File: src/rtl/exec_sequencer.sv
// Execute stage for the 6502 load/store/transfer/inc-dec/branch/jump subset, fed by the fetcher.
// Optional macro EXEC_ILLEGAL_TRAP_EN: unsupported opcodes halt with sticky illegal_op instead of running as NOP.

`ifndef REG_WIDTH
`define REG_WIDTH 8
`endif
`ifndef ADDR_WIDTH
`define ADDR_WIDTH 16
`endif
`ifndef INSTRUCTION_BASE
`define INSTRUCTION_BASE 16'h8000
`endif

module exec_sequencer #(
   parameter int unsigned REG_WIDTH  = `REG_WIDTH,
   parameter int unsigned ADDR_WIDTH = `ADDR_WIDTH,
   parameter logic [ADDR_WIDTH-1:0] PC_RESET = ADDR_WIDTH'(`INSTRUCTION_BASE)
) (
   input  logic                  phi1,
   input  logic                  reset_n,
   input  logic                  instruction_ready,
   input  logic [7:0]            instruction_in,
   input  logic [REG_WIDTH-1:0]  imm,
   input  logic [ADDR_WIDTH-1:0] op_addr,
   input  logic [ADDR_WIDTH-1:0] pc_next,
   input  logic [REG_WIDTH-1:0]  mem_rdata,
   output logic [ADDR_WIDTH-1:0] mem_addr,
   output logic [REG_WIDTH-1:0]  mem_wdata,
   output logic                  mem_re,
   output logic                  mem_we,
   output logic [ADDR_WIDTH-1:0] pc,
   output logic [REG_WIDTH-1:0]  a_reg,
   output logic [REG_WIDTH-1:0]  x_reg,
   output logic [REG_WIDTH-1:0]  y_reg,
   output logic                  flag_n,
   output logic                  flag_z,
   output logic                  instruction_done,
   output logic                  illegal_op
);

   localparam int unsigned OP_WIDTH = 8;

   typedef enum logic [3:0] {
      S_IDLE, S_EXEC, S_RD, S_WB, S_WR, S_JI_LO, S_JI_HI, S_DONE, S_HALT
   } state_e;

   typedef enum logic [2:0] {
      C_IMPL, C_LDI, C_LDM, C_ST, C_BR, C_JABS, C_JIND, C_ILL
   } cls_e;

   // Opcode classification from the aaa/bbb/cc fields, exact codes taking priority
   function automatic cls_e decode_op(input logic [OP_WIDTH-1:0] op);
      logic [2:0] aaa;
      logic [2:0] bbb;
      logic [1:0] cc;
      cls_e       c;
      aaa = op[7:5];
      bbb = op[4:2];
      cc  = op[1:0];
      c   = C_ILL;
      case (op)
         8'hE8, 8'hC8, 8'hCA, 8'h88, 8'hAA, 8'h8A, 8'hA8, 8'h98, 8'hEA: c = C_IMPL;
         8'hF0, 8'hD0: c = C_BR;
         8'h4C:        c = C_JABS;
         8'h6C:        c = C_JIND;
         default: begin
            if (cc == 2'b01) begin
               if (aaa == 3'b101)                        c = (bbb == 3'b010) ? C_LDI : C_LDM;
               else if (aaa == 3'b100 && bbb != 3'b010)  c = C_ST;
            end else if (cc == 2'b10 || cc == 2'b00) begin
               if (aaa == 3'b101) begin
                  if (bbb == 3'b000)  c = C_LDI;
                  else if (bbb[0])    c = C_LDM;
               end else if (aaa == 3'b100 && bbb[0] && bbb != 3'b111) begin
                  c = C_ST;
               end
            end
         end
      endcase
      return c;
   endfunction

   // cc selects the target register: 01 -> A, 10 -> X, 00 -> Y
   function automatic logic [1:0] reg_sel(input logic [OP_WIDTH-1:0] op);
      case (op[1:0])
         2'b01:   return 2'd0;
         2'b10:   return 2'd1;
         default: return 2'd2;
      endcase
   endfunction

   state_e                state_q, state_d;
   cls_e                  cls_q, cls_d;
   logic                  rdy_prev_q;
   logic [OP_WIDTH-1:0]   opcode_q, opcode_d;
   logic [REG_WIDTH-1:0]  imm_q, imm_d;
   logic [ADDR_WIDTH-1:0] op_addr_q, op_addr_d;
   logic [ADDR_WIDTH-1:0] pc_q, pc_d;
   logic [REG_WIDTH-1:0]  a_q, a_d, x_q, x_d, y_q, y_d;
   logic                  n_q, n_d, z_q, z_d;
   logic [REG_WIDTH-1:0]  lo_q, lo_d;
   logic [ADDR_WIDTH-1:0] mem_addr_q, mem_addr_d;
   logic [REG_WIDTH-1:0]  mem_wdata_q, mem_wdata_d;
   logic                  mem_re_q, mem_re_d, mem_we_q, mem_we_d, done_q, done_d;
   logic                  accept;
   logic                  wr_en;
   logic [1:0]            wr_sel;
   logic [REG_WIDTH-1:0]  wr_val;

   assign accept    = instruction_ready && !rdy_prev_q && (state_q == S_IDLE);
   assign cls_d     = accept ? decode_op(instruction_in) : cls_q;
   assign opcode_d  = accept ? instruction_in : opcode_q;
   assign imm_d     = accept ? imm : imm_q;
   assign op_addr_d = accept ? op_addr : op_addr_q;

   always_ff @(posedge phi1 or negedge reset_n) begin : state_reg
      if (!reset_n) state_q <= S_IDLE;
      else          state_q <= state_d;
   end

   always_comb begin : next_state_comb
      state_d = state_q;
      case (state_q)
         S_IDLE:  if (accept) state_d = S_EXEC;
         S_EXEC: begin
            case (cls_q)
               C_LDM:   state_d = S_RD;
               C_ST:    state_d = S_WR;
               C_JIND:  state_d = S_JI_LO;
`ifdef EXEC_ILLEGAL_TRAP_EN
               C_ILL:   state_d = S_HALT;
`endif
               default: state_d = S_DONE;
            endcase
         end
         S_RD:    state_d = S_WB;
         S_WB:    state_d = S_DONE;
         S_WR:    state_d = S_DONE;
         S_JI_LO: state_d = S_JI_HI;
         S_JI_HI: state_d = S_WB;
         S_DONE:  state_d = S_IDLE;
         S_HALT:  state_d = S_HALT;
         default: state_d = S_IDLE;
      endcase
   end

`ifdef EXEC_ILLEGAL_TRAP_EN
   logic illegal_q, illegal_d;
`endif

   // Datapath updates keyed on the current state, bus strobes keyed on the state being entered
   always_comb begin : output_comb
      pc_d        = pc_q;
      a_d         = a_q;
      x_d         = x_q;
      y_d         = y_q;
      n_d         = n_q;
      z_d         = z_q;
      lo_d        = lo_q;
      mem_addr_d  = mem_addr_q;
      mem_wdata_d = mem_wdata_q;
      mem_re_d    = 1'b0;
      mem_we_d    = 1'b0;
      done_d      = 1'b0;
      wr_en       = 1'b0;
      wr_sel      = 2'd0;
      wr_val      = '0;
`ifdef EXEC_ILLEGAL_TRAP_EN
      illegal_d   = illegal_q;
`endif
      case (state_q)
         S_IDLE: pc_d = pc_next;
         S_EXEC: begin
            case (cls_q)
               C_IMPL: begin
                  wr_en = 1'b1;
                  case (opcode_q)
                     8'hE8:   begin wr_sel = 2'd1; wr_val = x_q + REG_WIDTH'(1); end
                     8'hC8:   begin wr_sel = 2'd2; wr_val = y_q + REG_WIDTH'(1); end
                     8'hCA:   begin wr_sel = 2'd1; wr_val = x_q - REG_WIDTH'(1); end
                     8'h88:   begin wr_sel = 2'd2; wr_val = y_q - REG_WIDTH'(1); end
                     8'hAA:   begin wr_sel = 2'd1; wr_val = a_q; end
                     8'h8A:   begin wr_sel = 2'd0; wr_val = x_q; end
                     8'hA8:   begin wr_sel = 2'd2; wr_val = a_q; end
                     8'h98:   begin wr_sel = 2'd0; wr_val = y_q; end
                     default: wr_en = 1'b0;
                  endcase
               end
               C_LDI: begin
                  wr_en  = 1'b1;
                  wr_sel = reg_sel(opcode_q);
                  wr_val = imm_q;
               end
               C_BR: begin
                  // BEQ taken on Z=1, BNE on Z=0; pc already holds the fetcher's advanced PC
                  if ((opcode_q == 8'hF0) == z_q) pc_d = pc_q + ADDR_WIDTH'($signed(imm_q));
               end
               C_JABS: pc_d = op_addr_q;
`ifdef EXEC_ILLEGAL_TRAP_EN
               C_ILL:  illegal_d = 1'b1;
`endif
               default: ;
            endcase
         end
         S_JI_HI: lo_d = mem_rdata;
         S_WB: begin
            if (cls_q == C_JIND) begin
               pc_d = ADDR_WIDTH'({mem_rdata, lo_q});
            end else begin
               wr_en  = 1'b1;
               wr_sel = reg_sel(opcode_q);
               wr_val = mem_rdata;
            end
         end
         default: ;
      endcase

      if (wr_en) begin
         case (wr_sel)
            2'd0:    a_d = wr_val;
            2'd1:    x_d = wr_val;
            default: y_d = wr_val;
         endcase
         n_d = wr_val[REG_WIDTH-1];
         z_d = (wr_val == '0);
      end

      case (state_d)
         S_EXEC: begin
            if (cls_d == C_LDM) begin
               mem_re_d   = 1'b1;
               mem_addr_d = op_addr_d;
            end
         end
         S_JI_LO: begin
            mem_re_d   = 1'b1;
            mem_addr_d = op_addr_q;
         end
         S_JI_HI: begin
            // Indirect pointer high byte stays on the same page (original 6502 behaviour)
            mem_re_d   = 1'b1;
            mem_addr_d = {op_addr_q[ADDR_WIDTH-1:8], op_addr_q[7:0] + 8'd1};
         end
         S_WR: begin
            mem_we_d   = 1'b1;
            mem_addr_d = op_addr_q;
            case (reg_sel(opcode_q))
               2'd0:    mem_wdata_d = a_q;
               2'd1:    mem_wdata_d = x_q;
               default: mem_wdata_d = y_q;
            endcase
         end
         S_DONE:  done_d = 1'b1;
         default: ;
      endcase
   end

   always_ff @(posedge phi1 or negedge reset_n) begin : datapath_reg
      if (!reset_n) begin
         cls_q       <= C_IMPL;
         rdy_prev_q  <= 1'b0;
         opcode_q    <= '0;
         imm_q       <= '0;
         op_addr_q   <= '0;
         pc_q        <= PC_RESET;
         a_q         <= '0;
         x_q         <= '0;
         y_q         <= '0;
         n_q         <= 1'b0;
         z_q         <= 1'b0;
         lo_q        <= '0;
         mem_addr_q  <= '0;
         mem_wdata_q <= '0;
         mem_re_q    <= 1'b0;
         mem_we_q    <= 1'b0;
         done_q      <= 1'b0;
      end else begin
         cls_q       <= cls_d;
         rdy_prev_q  <= instruction_ready;
         opcode_q    <= opcode_d;
         imm_q       <= imm_d;
         op_addr_q   <= op_addr_d;
         pc_q        <= pc_d;
         a_q         <= a_d;
         x_q         <= x_d;
         y_q         <= y_d;
         n_q         <= n_d;
         z_q         <= z_d;
         lo_q        <= lo_d;
         mem_addr_q  <= mem_addr_d;
         mem_wdata_q <= mem_wdata_d;
         mem_re_q    <= mem_re_d;
         mem_we_q    <= mem_we_d;
         done_q      <= done_d;
      end
   end

`ifdef EXEC_ILLEGAL_TRAP_EN
   always_ff @(posedge phi1 or negedge reset_n) begin : illegal_reg
      if (!reset_n) illegal_q <= 1'b0;
      else          illegal_q <= illegal_d;
   end
   assign illegal_op = illegal_q;
`else
   assign illegal_op = 1'b0;
`endif

   assign mem_addr         = mem_addr_q;
   assign mem_wdata        = mem_wdata_q;
   assign mem_re           = mem_re_q;
   assign mem_we           = mem_we_q;
   assign pc               = pc_q;
   assign a_reg            = a_q;
   assign x_reg            = x_q;
   assign y_reg            = y_q;
   assign flag_n           = n_q;
   assign flag_z           = z_q;
   assign instruction_done = done_q;

endmodule

File: config.mk
export PLATFORM = sky130hd
export DESIGN_NAME = exec_sequencer
export DESIGN_NICKNAME = d
export VERILOG_FILES = /design/src/rtl/exec_sequencer.sv
export SDC_FILE = /design/constraint.sdc
export NUM_CORES = 1
export LEC_CHECK = 0
export ABC_AREA = 1
export CAP_MARGIN = 40
export CORE_ASPECT_RATIO = 1.75
export CORE_MARGIN = 4
export CORE_UTILIZATION = 55
export DETAILED_ROUTE_END_ITERATION = 7
export GPL_ROUTABILITY_DRIVEN = 0
export PLACE_DENSITY = 0.83
export SLEW_MARGIN = 5
export SYNTH_ARGS = -nofsm -noshare
export SYNTH_HDL_FRONTEND = slang
export SYNTH_SLANG_ARGS = --single-unit
File: constraint.sdc
create_clock -name phi1 -period 5.55 [get_ports phi1]
set_clock_uncertainty 0.05 [all_clocks]
set_input_delay 1.665 -clock phi1 [delete_from_list [all_inputs] [get_ports phi1]]
set_output_delay 1.665 -clock phi1 [all_outputs]
set_load 0.05 [all_outputs]
Word level (Yosys, flattened, before mapping)
Cells that the tools add are included.
{"block": "word_totals", "output_inout_bits": 70, "reg_bits": 117, "word_cells": 154, "in_bits": 59}
{"block": "classes", "bitwise": 1, "eq_ne": 57, "n_addsub": 6, "n_mux": 40, "reduce_logical": 32}
{"op": "== test 8 bit, second input constant", "n": 20}
{"op": "one-hot mux 16 bit (3 select lines)", "n": 2}
{"op": "2-to-1 mux 16 bit", "n": 4}
{"op": "one-hot mux 8 bit (7 select lines)", "n": 1}
{"op": "one-hot mux 8 bit (2 select lines)", "n": 3}
{"op": "one-hot mux 16 bit (2 select lines)", "n": 1}
{"op": "== test 4 x 3 -> 1 bit, second input constant", "n": 7}
{"op": "2-to-1 mux 3 bit", "n": 9}
{"op": "adder 8 x 1 -> 8 bit, second input constant", "n": 3}
{"op": "one-hot mux 4 bit (6 select lines)", "n": 1}
{"op": "adder 16 bit", "n": 1}
{"op": "== test 8 x 7 -> 1 bit, second input constant", "n": 2}
{"op": "one-hot mux 2 bit (2 select lines)", "n": 4}
{"op": "subtractor 8 x 1 -> 8 bit, second input constant", "n": 2}
{"op": "== test 3 bit, second input constant", "n": 5}
{"op": "OR reduction 2 bit", "n": 7}
{"op": "== test 3 x 2 -> 1 bit, second input constant", "n": 4}
{"op": "one-hot mux 3 bit (4 select lines)", "n": 1}
{"op": "one-hot mux 3 bit (3 select lines)", "n": 1}
{"op": "OR reduction 9 bit", "n": 1}
{"op": "== test 2 x 1 -> 1 bit, second input constant", "n": 4}
{"op": "== test 4 x 1 -> 1 bit, second input constant", "n": 2}
{"op": "== test 4 x 2 -> 1 bit, second input constant", "n": 2}
{"op": "zero test 8 bit", "n": 1}
{"op": "25 further kinds", "n": 48}

Depth between registers and ports, before layout
Gate-level depths: netlist (run 1).
{"block": "depth", "depth_word": 12, "depth_mapped": 26, "depth_no_buf": 25}

Least setup slack after synthesis (run 1)
No wires, ideal clock.
{"block": "synth_path", "path_kind": "input-to-reg", "from": "input instruction_in[7]", "to": "register mem_addr_q[4], in the netlist mem_addr[4]", "t_arrival_ps": 3104, "cell_stages": 13, "setup_ps": 73, "n_path_buf": 1, "t_required_ps": 5427, "path_slack_ps": 2322, "path_cell_list": "inv_1 > nor2_1 > inv_1 > nor2_2 > a21oi_1 > nor4_1 > nor2_1 > a211oi_2 > nand3_4 > nand2_4 > buf_6 > nor2_1 > a21oi_2"}
{"block": "synth_via", "elab_chain_cells": 12, "word_cells_on_any_way": 31, "cone_classes": "17 x eq/ne; 8 x mux; 6 x reduce/logical"}
{"element": "start: declaration", "line": "22", "source": "input logic [7:0] instruction_in,"}
{"element": "== test 3 bit", "line": "69, 74"}
{"element": "logical AND 1 bit (2 in series)", "line": "74", "source": "end else if (aaa == 3'b100 && bbb[0] && bbb != 3'b111) begin"}
{"element": "2-to-1 mux 3 bit", "line": "74"}
{"element": "2-to-1 mux 3 bit", "line": "71", "source": "if (aaa == 3'b101) begin"}
{"element": "2-to-1 mux 3 bit", "line": "70", "source": "end else if (cc == 2'b10 || cc == 2'b00) begin"}
{"element": "2-to-1 mux 3 bit", "line": "67", "source": "if (cc == 2'b01) begin"}
{"element": "one-hot mux 3 bit (4 select lines) *", "line": "61", "source": "case (op)"}
{"element": "2-to-1 mux 3 bit *", "line": "111", "source": "assign cls_d = accept ? decode_op(instruction_in) : cls_q;"}
{"element": "== test 3 x 2 -> 1 bit *", "line": "230", "source": "if (cls_d == C_LDM) begin"}
{"element": "inequality test 2 bit (no source line) *"}
{"element": "AND reduction 2 bit (no source line) *"}
{"element": "end signal: assignment", "line": "290", "source": "mem_addr_q <= mem_addr_d;"}
{"element": "end: declaration", "line": "102", "source": "logic [ADDR_WIDTH-1:0] mem_addr_q, mem_addr_d;"}
Every way passes the cells marked *; elsewhere a longest branch is shown, timed or not.
A chain may end at the register's enable or synchronous reset.

Final worst setup path (run 1)
{"block": "layout_path", "from": "register opcode_q[0]", "to": "register z_q, in the netlist flag_z"}
{"block": "layout_via", "elab_chain_cells": 6, "word_cells_on_any_way": 17, "cone_classes": "8 x eq/ne; 6 x mux; 3 x reduce/logical"}
{"element": "start: declaration", "line": "95", "source": "logic [OP_WIDTH-1:0] opcode_q, opcode_d;"}
{"element": "start signal: assignment", "line": "280", "source": "opcode_q <= opcode_d;"}
{"element": "== test 8 bit", "line": "177", "source": "case (opcode_q)"}
{"element": "OR reduction 2 bit (no source line)"}
{"element": "one-hot mux 8 bit (7 select lines)", "line": "177"}
{"element": "one-hot mux 8 bit (2 select lines)", "line": "174", "source": "case (cls_q)"}
{"element": "one-hot mux 8 bit (2 select lines)", "line": "171", "source": "case (state_q)"}
{"element": "zero test 8 bit", "line": "225", "source": "z_d = (wr_val == '0);"}
{"element": "end signal: assignment", "line": "288", "source": "z_q <= z_d;"}
{"element": "end: declaration", "line": "100", "source": "logic n_q, n_d, z_q, z_d;"}
Parallel ways exist; a longest one is shown, timed or not.

==> results by group, run 1 <==
Logic synthesis
  • Net count after synthesis: ~1100
  • Post-synth EDFFs: 0
  • Commonest cells post-synth: nand2_1 (279), dfrtp_1 (116), nor2_1 (112)
  • Post-synthesis async set-or-reset flop share: 1.00
  • Synth warnings: 0
  • Netlist cell types: 51
  • Sequential share of the synthesized area: 0.392
  • Most frequent cell after synthesis: nand2_1
  • Syn avg cell area: 7.34 um2
  • Ranking of synthesized cells by area: dfrtp_1 (39%), nand2_1 (14%), nor2_1 (5.6%), o21ai_0 (5.4%), a21oi_1 (5.0%)
  • Number of synthesized register bits: 117
  • Synth Flop Type: dfrtp_1
  • Largest area contributor in the netlist: dfrtp_1
  • Top cell type's share of synthesized area: 0.389
  • Cell Area, Synth: around 0.0075 mm2
  • Post-Syn Instances: roughly 1000

Layout
  • Final nets: about 1200
  • P&R area growth vs syn: 26.0%
  • Fin cells: roughly 1300
  • Final core utilization: 0.703
  • Filler instances: around 1100
  • Antenna Cells: 0
  • Share of layout cells above drive strength 1: 0.0730
  • Design area: about 0.0094 mm2

Die
  • Die ar.: 0.0156 mm2
  • Die extent in y: roughly 160 um
  • Ports: 129
  • Core box area: approximately 0.013 mm2
  • Initial core utilization: 0.558
  • Die W: 96.1 um
  • # rows: 56

Drt
  • Number of nets still failing antenna checks after routing: 0
  • Via density: 5.97
  • Routed len/inst: 18.5 um
  • First DRT Iteration DRCs: just under 700
  • Pre-antenna DRT Iters: 5
  • Drt drc: 0
  • Via count: between 7000 and 8000
  • Final wirelength: approximately 24 mm

Placed design
  • Cell Area, Placed: 0.00882 mm2
  • Port Buffers: between 100 and 150
  • DP Wirelength: about 18 mm
  • Dpl cells: about 1300

Global route
  • Total track usage: 0.325
  • Largest net degree at the start of global routing: 55
  • Number of global-route vias before repair: 7711
  • Initial antenna violation count: 0
  • First-pass GRT wire length: around 38 mm
  • Overflow after GRT: 0

CTS
  • Clk_lat worst skew: between 400 and 500 ps
  • TritonCTS clock tree: done
  • Worst-path clk slew: about 50 ps
  • Root buffer cell: clkbuf_16
  • Clock sink count: between 100 and 150
  • # resized after CTS: 0
  • Setup Buffers After CTS: 0
  • H-tree Lvls: 4
  • CTS Hold Buffers Added: 0
  • Num CTS Buffers: 17
  • Max clock buf depth: 2

Setup path
  • Top cell by count, worst path: nand2_1
  • Critical Path Max Stage Delay: approximately 540 ps
  • R2R Setup Slk: between 1500 and 2000 ps
  • Critical Path Fanout Max: 10
  • Setup CP Type: register to register
  • Worst R2R Start: opcode_q[0]
  • Critical path startpoint category: register
  • R2R depth: 19
  • Cell Chain, Critical Path: inv_1 > ha_1 > nand3_1 > inv_1 > nand2_1 > inv_1 > ha_1 > a21oi_1 > nand2_1 > nand2_1 > nand2_1 > a21o_1 > o21ai_0 > nand3_1 > nand2_1 > nand2_1 > a21oi_2 > nand3_1 > nand2_1
  • Data required time at the worst endpoint: between 5000 and 6000 ps
  • Worst path slowest cell: ha_1
  • CP Capture Type: register
  • WP data arrival: roughly 4300 ps
  • R2R Path End: flag_z

Min path
  • Min-Delay Path Class: register to register
  • Hold path cells: 1
  • Hold Crit Endpoint: state_q[3]
  • Min-delay src: state_q[2]

Timing
  • Slew headroom: 0.479
  • Max Clk Rate: approximately 0.25 GHz
  • Crit share post-route: 0.727
  • RSZ-0062 raised after global routing: false
  • Final min period: 4030 ps
  • Pins over their slew limit: 0
  • Fin. Hold Viols: 0
  • Setup TNS: 0 ps
  • Setup-failing EPs final: 0
  • Worst-margin pin slew: roughly 800 ps

Run status
  • Status: finished clean

Power and ir drop
  • P_leak: 0.00438 uW
  • Peak supply drop: ~0.00053 V
  • Pwr Density: approximately 750 mW/mm2

Run
  • Max Cap Viol: 0
-- critical path, delay by kind of cell (launching register included) --
| family | cells | cell delay (ps) |
|---|---|---|
| AOI/OAI and AO/OA | 4 | 910 |
| adders and majority gates | 2 | 890 |
| buffers and inverters | 3 | 550 |
| DFF | 1 | 390 |
| and+or+nand+nor | 10 | 1180 |
-- layer usage --
layer	global-route usage	vias up	part of all wire
met5	0	-	0
met4	0.252	0	0.087
met3	0.0607	137	0.072
met2	0.555	428	0.51
met1	0.339	3689	0.33
li1	-	3649	-
-- cell families after synthesis --
logic type / after synthesis / synth area share
and+or+nand+nor: 509 / 0.291
DFF: 117 / 0.392
other: 1 / 0.000502
muxes: 4 / 0.00603
AOI/OAI and AO/OA: 223 / 0.179
adders and majority gates: 28 / 0.0489
xor gates and xnor gates: 12 / 0.0141
buffers and inverters: 124 / 0.0687
-- worst max path at each step --
stage | cells after the start | startpoint | endpoint | slack [ps]
after detailed placement | 10 | instruction_ready | mem_addr[6] | 1380
final | 19 | opcode_q[0] | flag_z | 1520
after global placement | 10 | instruction_ready | mem_addr[7] | 1510
after floorplan | 13 | instruction_in[7] | mem_addr[4] | 2320
after global routing | 18 | opcode_q[0] | flag_z | 1350
after CTS | 19 | opcode_q[0] | flag_z | 1640
-- placed cells by master (no fill, tap or decap), drive strengths merged, types with 6 or more instances in the layout --
cell / count
o21ai: 84
inv: 93
clkdlybuf4s50: 126
nand2: 283
clkbuf: 20
o211ai: 14
nor3: 10
a221oi: 10
nand3: 73
dfrtp: 116
a41oi: 7
a31oi: 9
nor2: 124
ha: 26
a21oi: 82
nand4: 10
or2: 6
xor2: 9
clkinv: 7
-- stage by stage --
stage	total power [uW]	hold slack, ps	setup WS [ps]
6_report	7110	407	1520
3_3_place_gp	5790	388	1510
4_1_cts	7050	407	1640
2_1_floorplan	4640	376	2320
5_1_grt	7560	423	1350
3_5_place_dp	5880	401	1380
-- layout make-up --
type / instances / area, um2 / area share
sequential: 117 / 2930 / 0.311
clock buffer: 20 / 437 / 0.0464
tap: 174 / 218 / 0.0231
inverter: 93 / 349 / 0.0371
timing repair buffer: 131 / 1300 / 0.138
clock inverter: 12 / 155 / 0.0165
multi-input combinational: 777 / 4030 / 0.428
-- where the power goes --
part	internal [uW]	switching [uW]	leakage (uW)	total (uW)
sequential	1290	450	0.00137	1740
combinational	1360	2890	0.00273	4250
clock	706	412	0.000284	1120
(Power assumes the default switching activity.)
==> inputs of run 2 (changes only) <==
CORE_UTILIZATION = 49   (was 55)
PLACE_DENSITY = 0.78   (was 0.83)
clock period = 3.5 ns   (was 5.55 ns; I/O delays follow)
==> results by group, run 2 (same netlist as run 1, synthesis figures left out) <==
Global route
  • Overflow after GRT: 0 (unchanged)
  • Initial antenna violation count: 0 (unchanged)
  • Number of global-route vias before repair: 7703 (was 7711)
  • Largest net degree at the start of global routing: 57 (was 55)
  • Total track usage: 0.287 (was 0.325)
  • First-pass GRT wire length: 38.4 mm (about the same)

CTS
  • Num CTS Buffers: 17 (unchanged)
  • TritonCTS clock tree: done (unchanged)
  • Root buffer cell: clkbuf_16 (unchanged)
  • Max clock buf depth: 2 (unchanged)
  • H-tree Lvls: 4 (unchanged)
  • # resized after CTS: 0 (unchanged)
  • Clk_lat worst skew: 410 ps (was 420 ps)
  • Worst-path clk slew: 60 ps (was 50 ps)
  • Clock sink count: 117 (unchanged)
  • CTS Hold Buffers Added: 0 (unchanged)
  • Setup Buffers After CTS: 0 (unchanged)

Layout
  • Final core utilization: 0.637 (was 0.703)
  • Final nets: 1236 (was 1224)
  • Commonest non-fill, non-tap cell in the layout: nand2_1 (unchanged)
  • Fin cells: 1344 (was 1324)
  • Antenna Cells: 0 (unchanged)
  • Most frequent cells in the layout: nand2_1 (279), clkdlybuf4s50_1 (126), dfrtp_1 (116), nor2_1 (112), inv_1 (84) (was nand2_1 (279), clkdlybuf4s50_1 (126), dfrtp_1 (116), nor2_1 (112), inv_1 (85))
  • P&R area growth vs syn: 27.2% (was 26.0%)
  • Share of layout cells above drive strength 1: 0.0827 (was 0.0730)

Timing
  • Setup TNS: 0 ps (unchanged)
  • Fin. Hold Viols: 0 (unchanged)
  • Slew headroom: 0.500 (was 0.479)
  • Crit share post-route: 0.894 (was 0.727)
  • Pins over their slew limit: 0 (unchanged)
  • Worst-margin pin slew: 750 ps (was 781 ps)
  • Setup WS post-layout: 373 ps (was 1520 ps)
  • Final min period: 3130 ps (was 4030 ps)
  • RSZ-0062 raised after global routing: false (unchanged)
  • Setup-failing EPs final: 0 (unchanged)
  • Max Clk Rate: 0.320 GHz (was 0.248 GHz)

Run status
  • Status: finished clean (unchanged)

Die
  • Ports: 129 (unchanged)
  • Die ar.: 0.0174 mm2 (was 0.0156 mm2)
  • Die W: 101 um (was 96.1 um)
  • Initial core utilization: 0.501 (was 0.558)
  • Die extent in y: 171 um (was 162 um)
  • # rows: 59 (was 56)
  • Core box area: 0.0149 mm2 (was 0.0134 mm2)

Drt
  • Number of nets still failing antenna checks after routing: 0 (unchanged)
  • Drt drc: 0 (unchanged)
  • First DRT Iteration DRCs: 485 (was 691)
  • Pre-antenna DRT Iters: 5 (unchanged)
  • Via count: 7768 (was 7903)
  • Routed len/inst: 17.9 um (was 18.5 um)
  • Final wirelength: 24.0 mm (was 24.5 mm)
  • Via density: 5.78 (was 5.97)

Run
  • Max Cap Viol: 0 (unchanged)

Setup path
  • WP data arrival: 3420 ps (was 4330 ps)
  • Critical path startpoint category: register (unchanged)
  • Data required time at the worst endpoint: 3800 ps (was 5850 ps)
  • Critical Path Fanout Max: 7 (was 10)
  • Setup CP Type: register to register (unchanged)
  • CP Capture Type: register (unchanged)

Placed design
  • DP Wirelength: 18.2 mm (was 17.8 mm)
  • Port Buffers: 127 (unchanged)
  • Worst slack, placed: 135 ps (was 1380 ps)
  • Dpl cells: 1313 (was 1292)

Power and ir drop
  • Peak supply drop: 0.000874 V (was 0.000528 V)
  • Pwr Density: 1170 mW/mm2 (was 755 mW/mm2)
  • P_leak: 0.00443 uW (was 0.00438 uW)

Min path
  • Min-Delay Path Class: register to register (unchanged)
## run 2: cell count changes in the layout (fill, tap and decap cells not counted), sizes merged
cell,previous run,this run
bufinv,3,2
inv,93,92
buf,5,17
clkinv,7,6
clkinvlp,2,3
clkbuf,20,21
## run 2: layout make-up
type                    count  area (um2)
flip-flops and latches    117        2930
multi-input cells         777        4040
well taps                 183         229
inverters                  93         349
clock inverters            10         108
repair buffers            143        1400
clock buffers              21         450
fillers                  1318        5410
## run 2: metal layers
metal | vias up | wire [um] | GRT usage
met5 | - | 0 | 0
met1 | 3626 | 8240 | 0.308
met4 | 0 | 1720 | 0.191
met3 | 110 | 1410 | 0.0491
met2 | 366 | 12600 | 0.504
li1 | 3666 | - | -
## run 2: through the flow
stage | instance area (um2) | power [uW] | hold WS, ps
final | 9500 | 11200 | 415
after global placement | 8940 | 9270 | 390
after CTS | 9490 | 11100 | 413
after floorplan | 7470 | 7360 | 376
after global routing | 9500 | 12000 | 442
after detailed placement | 8940 | 9400 | 398
## run 2: report_power, final
part / switching (uW) / leakage, uW / internal (uW) / total [uW]
clock: 608 / 0.000268 / 1050 / 1660
combinational: 4560 / 0.00279 / 2200 / 6760
sequential: 696 / 0.00137 / 2040 / 2740
total: 5860 / 0.00443 / 5300 / 11200
## run 2: critical path, stage by stage, from the launching register on
cell	delay (ps)
dfrtp_1	380
inv_1	110
ha_1	170
nand3_1	110
inv_1	120
nand2_1	130
inv_2	170
ha_1	320
a21oi_1	150
nand2_1	100
nand2_1	90
nand2_1	60
a21o_1	160
o21ai_0	210
nand3_1	150
nand2_1	90
nand2_1	80
a21oi_4	200
nand3_1	120
nand2_1	80
## run 2: final timing paths
check                       startpoint          to  slack [ps]  cells after the start
max reg2reg                opcode_q[0]      flag_z         370                     19
min in group asynchronous      reset_n    x_reg[6]         640                      1
max in group asynchronous      reset_n      pc[15]        1980                      2
max                        opcode_q[0]      flag_z         370                     19
min                         state_q[2]  state_q[3]         410                      1
min reg2reg                 state_q[2]  state_q[3]         410                      1
